[src/rtl/fpu_issue_arbiter.sv]
// Round-robin two-client issue arbiter for the shared fixed-point FPU, with a flush cycle between ops.
// Optional macro FPU_ARB_TIMEOUT_EN aborts a BUSY op after TIMEOUT_CYCLES and raises sticky timeout_err.
`ifndef FPU_ADD
`define FPU_ADD  2'b00
`endif
`ifndef FPU_SUB
`define FPU_SUB  2'b01
`endif
`ifndef FPU_MUL
`define FPU_MUL  2'b10
`endif
`ifndef FPU_SQRT
`define FPU_SQRT 2'b11
`endif

module fpu_issue_arbiter #(
  parameter int WIDTH          = 32,
  parameter int TIMEOUT_CYCLES = 64,
  parameter int CNT_W          = 7
) (
  input  logic             clk,
  input  logic             reset,
  input  logic             req0_valid,
  input  logic [1:0]       req0_op,
  input  logic [WIDTH-1:0] req0_a,
  input  logic [WIDTH-1:0] req0_b,
  output logic             req0_accept,
  output logic             rsp0_valid,
  output logic [WIDTH-1:0] rsp0_result,
  input  logic             req1_valid,
  input  logic [1:0]       req1_op,
  input  logic [WIDTH-1:0] req1_a,
  input  logic [WIDTH-1:0] req1_b,
  output logic             req1_accept,
  output logic             rsp1_valid,
  output logic [WIDTH-1:0] rsp1_result,
  output logic [WIDTH-1:0] fpu_operand_1,
  output logic [WIDTH-1:0] fpu_operand_2,
  output logic [1:0]       fpu_operation,
  input  logic [WIDTH-1:0] fpu_result,
  input  logic             fpu_ready,
  output logic             busy,
  output logic             timeout_err
);

  localparam logic [1:0] ST_IDLE  = 2'd0;
  localparam logic [1:0] ST_BUSY  = 2'd1;
  localparam logic [1:0] ST_FLUSH = 2'd2;

  // Counter saturates at the limit so an indefinite wait cannot wrap it.
  localparam logic [CNT_W-1:0] CNT_LIM = CNT_W'(TIMEOUT_CYCLES);

  logic [1:0]       state_q, state_d;
  logic             rr_ptr_q, rr_ptr_d;
  logic             win_q, win_d;
  logic [1:0]       op_q, op_d;
  logic [WIDTH-1:0] a_q, a_d;
  logic [WIDTH-1:0] b_q, b_d;
  logic [CNT_W-1:0] cnt_q, cnt_d;
  logic [WIDTH-1:0] rsp0_result_q, rsp0_result_d;
  logic [WIDTH-1:0] rsp1_result_q, rsp1_result_d;
  logic             rsp0_valid_q, rsp0_valid_d;
  logic             rsp1_valid_q, rsp1_valid_d;
  logic             timeout_err_q, timeout_err_d;

  logic             idle_s;
  logic             grant0_s;
  logic             grant1_s;
  logic [CNT_W-1:0] cnt_inc_s;
  logic             timeout_hit_s;
  logic             finish_s;
  logic [WIDTH-1:0] finish_res_s;

  assign idle_s    = (state_q == ST_IDLE);
  assign grant0_s  = idle_s && req0_valid && (!req1_valid || !rr_ptr_q);
  assign grant1_s  = idle_s && req1_valid && (!req0_valid ||  rr_ptr_q);
  assign cnt_inc_s = cnt_q + {{(CNT_W-1){1'b0}}, 1'b1};

`ifdef FPU_ARB_TIMEOUT_EN
  assign timeout_hit_s = (cnt_inc_s == CNT_LIM);
`else
  assign timeout_hit_s = 1'b0;
`endif

  // Next-state and datapath selection for the IDLE/BUSY/FLUSH sequencer.
  always_comb begin
    state_d       = state_q;
    rr_ptr_d      = rr_ptr_q;
    win_d         = win_q;
    op_d          = op_q;
    a_d           = a_q;
    b_d           = b_q;
    cnt_d         = cnt_q;
    rsp0_result_d = rsp0_result_q;
    rsp1_result_d = rsp1_result_q;
    rsp0_valid_d  = 1'b0;
    rsp1_valid_d  = 1'b0;
    timeout_err_d = timeout_err_q;
    finish_s      = 1'b0;
    finish_res_s  = fpu_result;

    case (state_q)
      ST_IDLE: begin
        if (grant1_s) begin
          win_d   = 1'b1;
          op_d    = req1_op;
          a_d     = req1_a;
          b_d     = req1_b;
          cnt_d   = {CNT_W{1'b0}};
          state_d = ST_BUSY;
        end else if (grant0_s) begin
          win_d   = 1'b0;
          op_d    = req0_op;
          a_d     = req0_a;
          b_d     = req0_b;
          cnt_d   = {CNT_W{1'b0}};
          state_d = ST_BUSY;
        end else begin
          state_d = ST_IDLE;
        end
      end
      ST_BUSY: begin
        cnt_d = (cnt_q == CNT_LIM) ? cnt_q : cnt_inc_s;
        if (fpu_ready) begin
          finish_s     = 1'b1;
          finish_res_s = fpu_result;
        end else if (timeout_hit_s) begin
          finish_s      = 1'b1;
          finish_res_s  = {WIDTH{1'b1}};
          timeout_err_d = 1'b1;
        end else begin
          finish_s = 1'b0;
        end
      end
      ST_FLUSH: begin
        state_d = ST_IDLE;
      end
      default: begin
        state_d = ST_IDLE;
      end
    endcase

    // The op/operand registers double as the FPU drive; zeroing them makes FLUSH/IDLE drive ADD 0/0.
    if (finish_s) begin
      if (win_q) begin
        rsp1_result_d = finish_res_s;
        rsp1_valid_d  = 1'b1;
      end else begin
        rsp0_result_d = finish_res_s;
        rsp0_valid_d  = 1'b1;
      end
      rr_ptr_d = ~win_q;
      op_d     = `FPU_ADD;
      a_d      = {WIDTH{1'b0}};
      b_d      = {WIDTH{1'b0}};
      state_d  = ST_FLUSH;
    end else begin
      rr_ptr_d = rr_ptr_d;
    end
  end

  // State and output registers with synchronous reset.
  always_ff @(posedge clk) begin
    if (reset) begin
      state_q       <= ST_IDLE;
      rr_ptr_q      <= 1'b0;
      win_q         <= 1'b0;
      op_q          <= `FPU_ADD;
      a_q           <= {WIDTH{1'b0}};
      b_q           <= {WIDTH{1'b0}};
      cnt_q         <= {CNT_W{1'b0}};
      rsp0_result_q <= {WIDTH{1'b0}};
      rsp1_result_q <= {WIDTH{1'b0}};
      rsp0_valid_q  <= 1'b0;
      rsp1_valid_q  <= 1'b0;
      timeout_err_q <= 1'b0;
    end else begin
      state_q       <= state_d;
      rr_ptr_q      <= rr_ptr_d;
      win_q         <= win_d;
      op_q          <= op_d;
      a_q           <= a_d;
      b_q           <= b_d;
      cnt_q         <= cnt_d;
      rsp0_result_q <= rsp0_result_d;
      rsp1_result_q <= rsp1_result_d;
      rsp0_valid_q  <= rsp0_valid_d;
      rsp1_valid_q  <= rsp1_valid_d;
      timeout_err_q <= timeout_err_d;
    end
  end

  assign req0_accept   = grant0_s;
  assign req1_accept   = grant1_s;
  assign rsp0_valid    = rsp0_valid_q;
  assign rsp1_valid    = rsp1_valid_q;
  assign rsp0_result   = rsp0_result_q;
  assign rsp1_result   = rsp1_result_q;
  assign fpu_operation = op_q;
  assign fpu_operand_1 = a_q;
  assign fpu_operand_2 = b_q;
  assign busy          = !idle_s;
  assign timeout_err   = timeout_err_q;

endmodule

[config.mk]
export PLATFORM = sky130hd
export DESIGN_NAME = fpu_issue_arbiter
export DESIGN_NICKNAME = d
export VERILOG_FILES = /design/src/rtl/fpu_issue_arbiter.sv
export SDC_FILE = /design/constraint.sdc
export NUM_CORES = 1
export LEC_CHECK = 0
export ABC_CLOCK_PERIOD_IN_PS = 2350
export BUFFER_PORTS_ARGS = -buffer_cell sky130_fd_sc_hd__buf_2
export CORE_AREA = 2 2 118 120
export CTS_CLUSTER_DIAMETER = 50
export DETAILED_ROUTE_END_ITERATION = 12
export DIE_AREA = 0 0 120 122
export PLACE_DENSITY = 0.85
export RECOVER_POWER = 100
export SETUP_SLACK_MARGIN = 0.4
export SYNTH_ARGS = -nofsm -noshare
export SYNTH_HDL_FRONTEND = slang
export SYNTH_SLANG_ARGS = --single-unit
[constraint.sdc]
create_clock -name clk -period 2.35 [get_ports clk]
set_clock_uncertainty 0.2 [all_clocks]
set_input_delay 0.235 -clock clk [delete_from_list [all_inputs] [get_ports clk]]
set_output_delay 0.235 -clock clk [all_outputs]
set_load 0.02 [all_outputs]
==> results.sh <==
export IMPL_core_area_mm2=0.01350
export IMPL_run_status="complete, no violations"
export IMPL_final_antenna_net_count=0
export IMPL_seq_area_frac_synth=0.4532
export IMPL_wl_um=27160
export IMPL_met1_track_demand_over_resource_in_global_routing=0.3991
export IMPL_yosys_warnings=0
export IMPL_max_freq_mhz=481.3
export IMPL_final_nets=1305
export IMPL_setup_viol_count_final=0
export IMPL_rsz0062_at_grt="false"
export IMPL_synth_edf_count=0
export IMPL_worstSetupStartpointType="input pin"
export IMPL_cp_data_required_time_ns=2.44
export IMPL_ys_ff_latch=136
export IMPL_multi_input_comb_area_mm2=0.002808
export IMPL_die_width_um=120
export IMPL_routed_via_count=8155
export IMPL_cts_h_tree_depth=4
export IMPL_power_static_leakage_nw=3.704
export IMPL_clockBufferDepth=2
export IMPL_root_buffer="clkbuf_16"
export IMPL_maximum_fanout_count_along_the_critical_path=68
export IMPL_final_cells=1331
export IMPL_synth_lib_cells_used_distinct=30
export IMPL_ir_drop_v=0.0004971
export IMPL_die_area_mm2=0.01464
export IMPL_antenna_found_initial=2
export IMPL_grt_first_pass_wirelength_um=40230
export IMPL_detail_route_vias_per_cell=6.127
export IMPL_synth_main_ff_cell="dfxtp_1"
export IMPL_tritoncts_num_sinks=136
export IMPL_initial_core_util=0.4448
export IMPL_port_buffers=303
export IMPL_final_max_slew_violation_count=0
export IMPL_cts_clk_slew_worst_paths_ns=0.06
export IMPL_max_slew_worst_pin_slew_ns=0.8850
export IMPL_power_per_cell_area_mw_per_mm2=695.7
export IMPL_drv_max_cap_violation_count=0
export IMPL_post_synthesis_cell_area_mm2=0.006007
export IMPL_slew_limit_headroom=0.4100
export IMPL_cts_made_buffers=17
export IMPL_layout_commonest_cell="buf_2"
export IMPL_mostFrequentLayoutCells="buf_2, dlygate4sd3_1, clkbuf_1, dfxtp_1, a21oi_1"
export IMPL_drc_errors=0
export IMPL_area_sequential_mm2=0.002728
export IMPL_finalPower_mw=6.782
export IMPL_globalRouteMet3Util=0.1049
export IMPL_hpwl_detailed_um=12580
export IMPL_async_flop_share=0
export IMPL_min_delay_path_class="input pin to flop"
export IMPL_tritoncts="done"
export IMPL_layout_area_overhead_vs_synth_pct=62.30
export IMPL_number_of_detailed_route_iterations_in_the_first_pass=5
export IMPL_final_min_clock_period_ns=2.078
export IMPL_gp_congestion=0.8327
export IMPL_criticalPathCategory="input pin to flop"
export IMPL_drt_wirelength_per_cell_um=20.40
export IMPL_use_met2=0.5515
export IMPL_gr_total_overflow=0
export IMPL_grt_pass1_vias=7763
export IMPL_iteration_0_drc_count_of_the_detailed_router=909
export IMPL_hold_viol_final=0
export IMPL_post_place_cells=1123
export IMPL_rows=43
export IMPL_worstSkewPairLatency_ns=0.41
export IMPL_fraction_of_final_layout_cells_with_drive_strength_greater_than_1=0.2089
export IMPL_synth_nets=887
export IMPL_timing_critical_path_arrival_ns=2.17
export IMPL_finalSetupTns_ns=0
export IMPL_final_period_utilization=0.8841
export IMPL_gr_max_usage_layer="met2"
export IMPL_syn_inst=718
export IMPL_grt_util_all_layers=0.3466
export IMPL_num_fill_cells=983
export IMPL_crit_path_end_kind="flop"
export IMPL_top_level_ports=305
export IMPL_postSynthAreaPerCell_um2=8.366
export IMPL_die_height_um=122
export IMPL_maximum_number_of_pins_on_one_net_before_global_route_repair=70
[registers in the layout, summed over array words and instances (netlist names)]
signal / count
fpu_operation: 2
fpu_operand_1: 32
rsp1_valid: 1
fpu_operand_2: 32
state_q: 2
rsp0_result: 32
rsp1_result: 32
rsp0_valid: 1
rr_ptr_q: 1
win_q: 1
[cells in the mapped netlist, types with 2 or more instances]
master	instances	area, µm²
dfxtp_1	136	2723
a311oi_1	65	569.3
o31ai_1	66	495.5
nand2_1	129	484.2
nand2b_1	2	12.51
nand4_1	66	412.9
buf_2	49	245.2
buf_1	5	18.77
a21oi_1	131	655.6
buf_4	3	22.52
nor2_1	6	22.52
buf_6	6	67.56
clkbuf_1	35	131.4
inv_1	3	11.26
[logic make-up (layout without fill, tap and decap cells)]
kind of cell,count (synthesis),after routing,synth area share
AND/OR/NAND/NOR,213,213,0.1708
flip-flops,136,136,0.4532
AO/OA/AOI/OAI,266,266,0.2920
buffers and inverters,102,533,0.08332
other,1,3,0.0006243
[critical path, stage by stage]
cell	delay (ns)
dlygate4sd3_1	0.56
clkbuf_1	0.16
nand3b_1	0.14
nand2b_2	0.06
clkbuf_4	0.44
a311oi_1	0.48
[path summary, 6_finish.rpt]
| kind | from | to | slack [ns] | cells past startpoint |
|---|---|---|---|---|
| min reg2reg | rsp1_result[25] | rsp1_result[25] | 0.25 | 2 |
| min | req0_valid | win_q | 0.04 | 4 |
| max | fpu_ready | fpu_operand_2[21] | 0.27 | 6 |
| max reg2reg | state_q[0] | fpu_operand_1[21] | 0.37 | 5 |
[metal layers]
metal	share of wire	routed length [µm]
met5	0	0
met4	0.065	1775
met3	0.12	3206
met2	0.47	12700
met1	0.35	9481
[power by group]
part,leakage [nW],switching [mW],internal (mW)
Sequential,1.11,0.112,2.47
Combinational,2.33,0.994,0.661
Clock,0.265,1.06,1.48
[stage by stage]
| step | util | setup slack (ns) | instance area [µm²] | hold slack [ns] |
|---|---|---|---|---|
| detailed placement | 0.5579 | 0.2733 | 7533 | 0.2432 |
| global placement | 0.5579 | 0.3915 | 7533 | 0.2382 |
| floorplan | - | 0.7153 | 6007 | 0.1710 |
| CTS | 0.7327 | 0.4138 | 9894 | 0.06141 |
| global route | 0.7219 | 0.2353 | 9749 | 0.06329 |
| finish | 0.7219 | 0.2723 | 9749 | 0.04241 |
[final cells by class]
cell class	instances	area share
repair buffers	497	0.3495
multi-input cells	480	0.2880
flip-flops and latches	136	0.2798
clock buffers	18	0.04505
well taps	180	0.02310
clock inverters	14	0.01258
inverters	4	0.001540
diodes	2	0.0005133
[repair_timing]
action                                  in CTS  in global routing
gates cloned                                 3                  1
resized for setup                            7                  4
hold endpoints to repair                   131                  0
buffers inserted                             3                  2
hold buffers                               165                  0
endpoints found under the setup margin       3                  4
(Power assumes the default switching activity.)
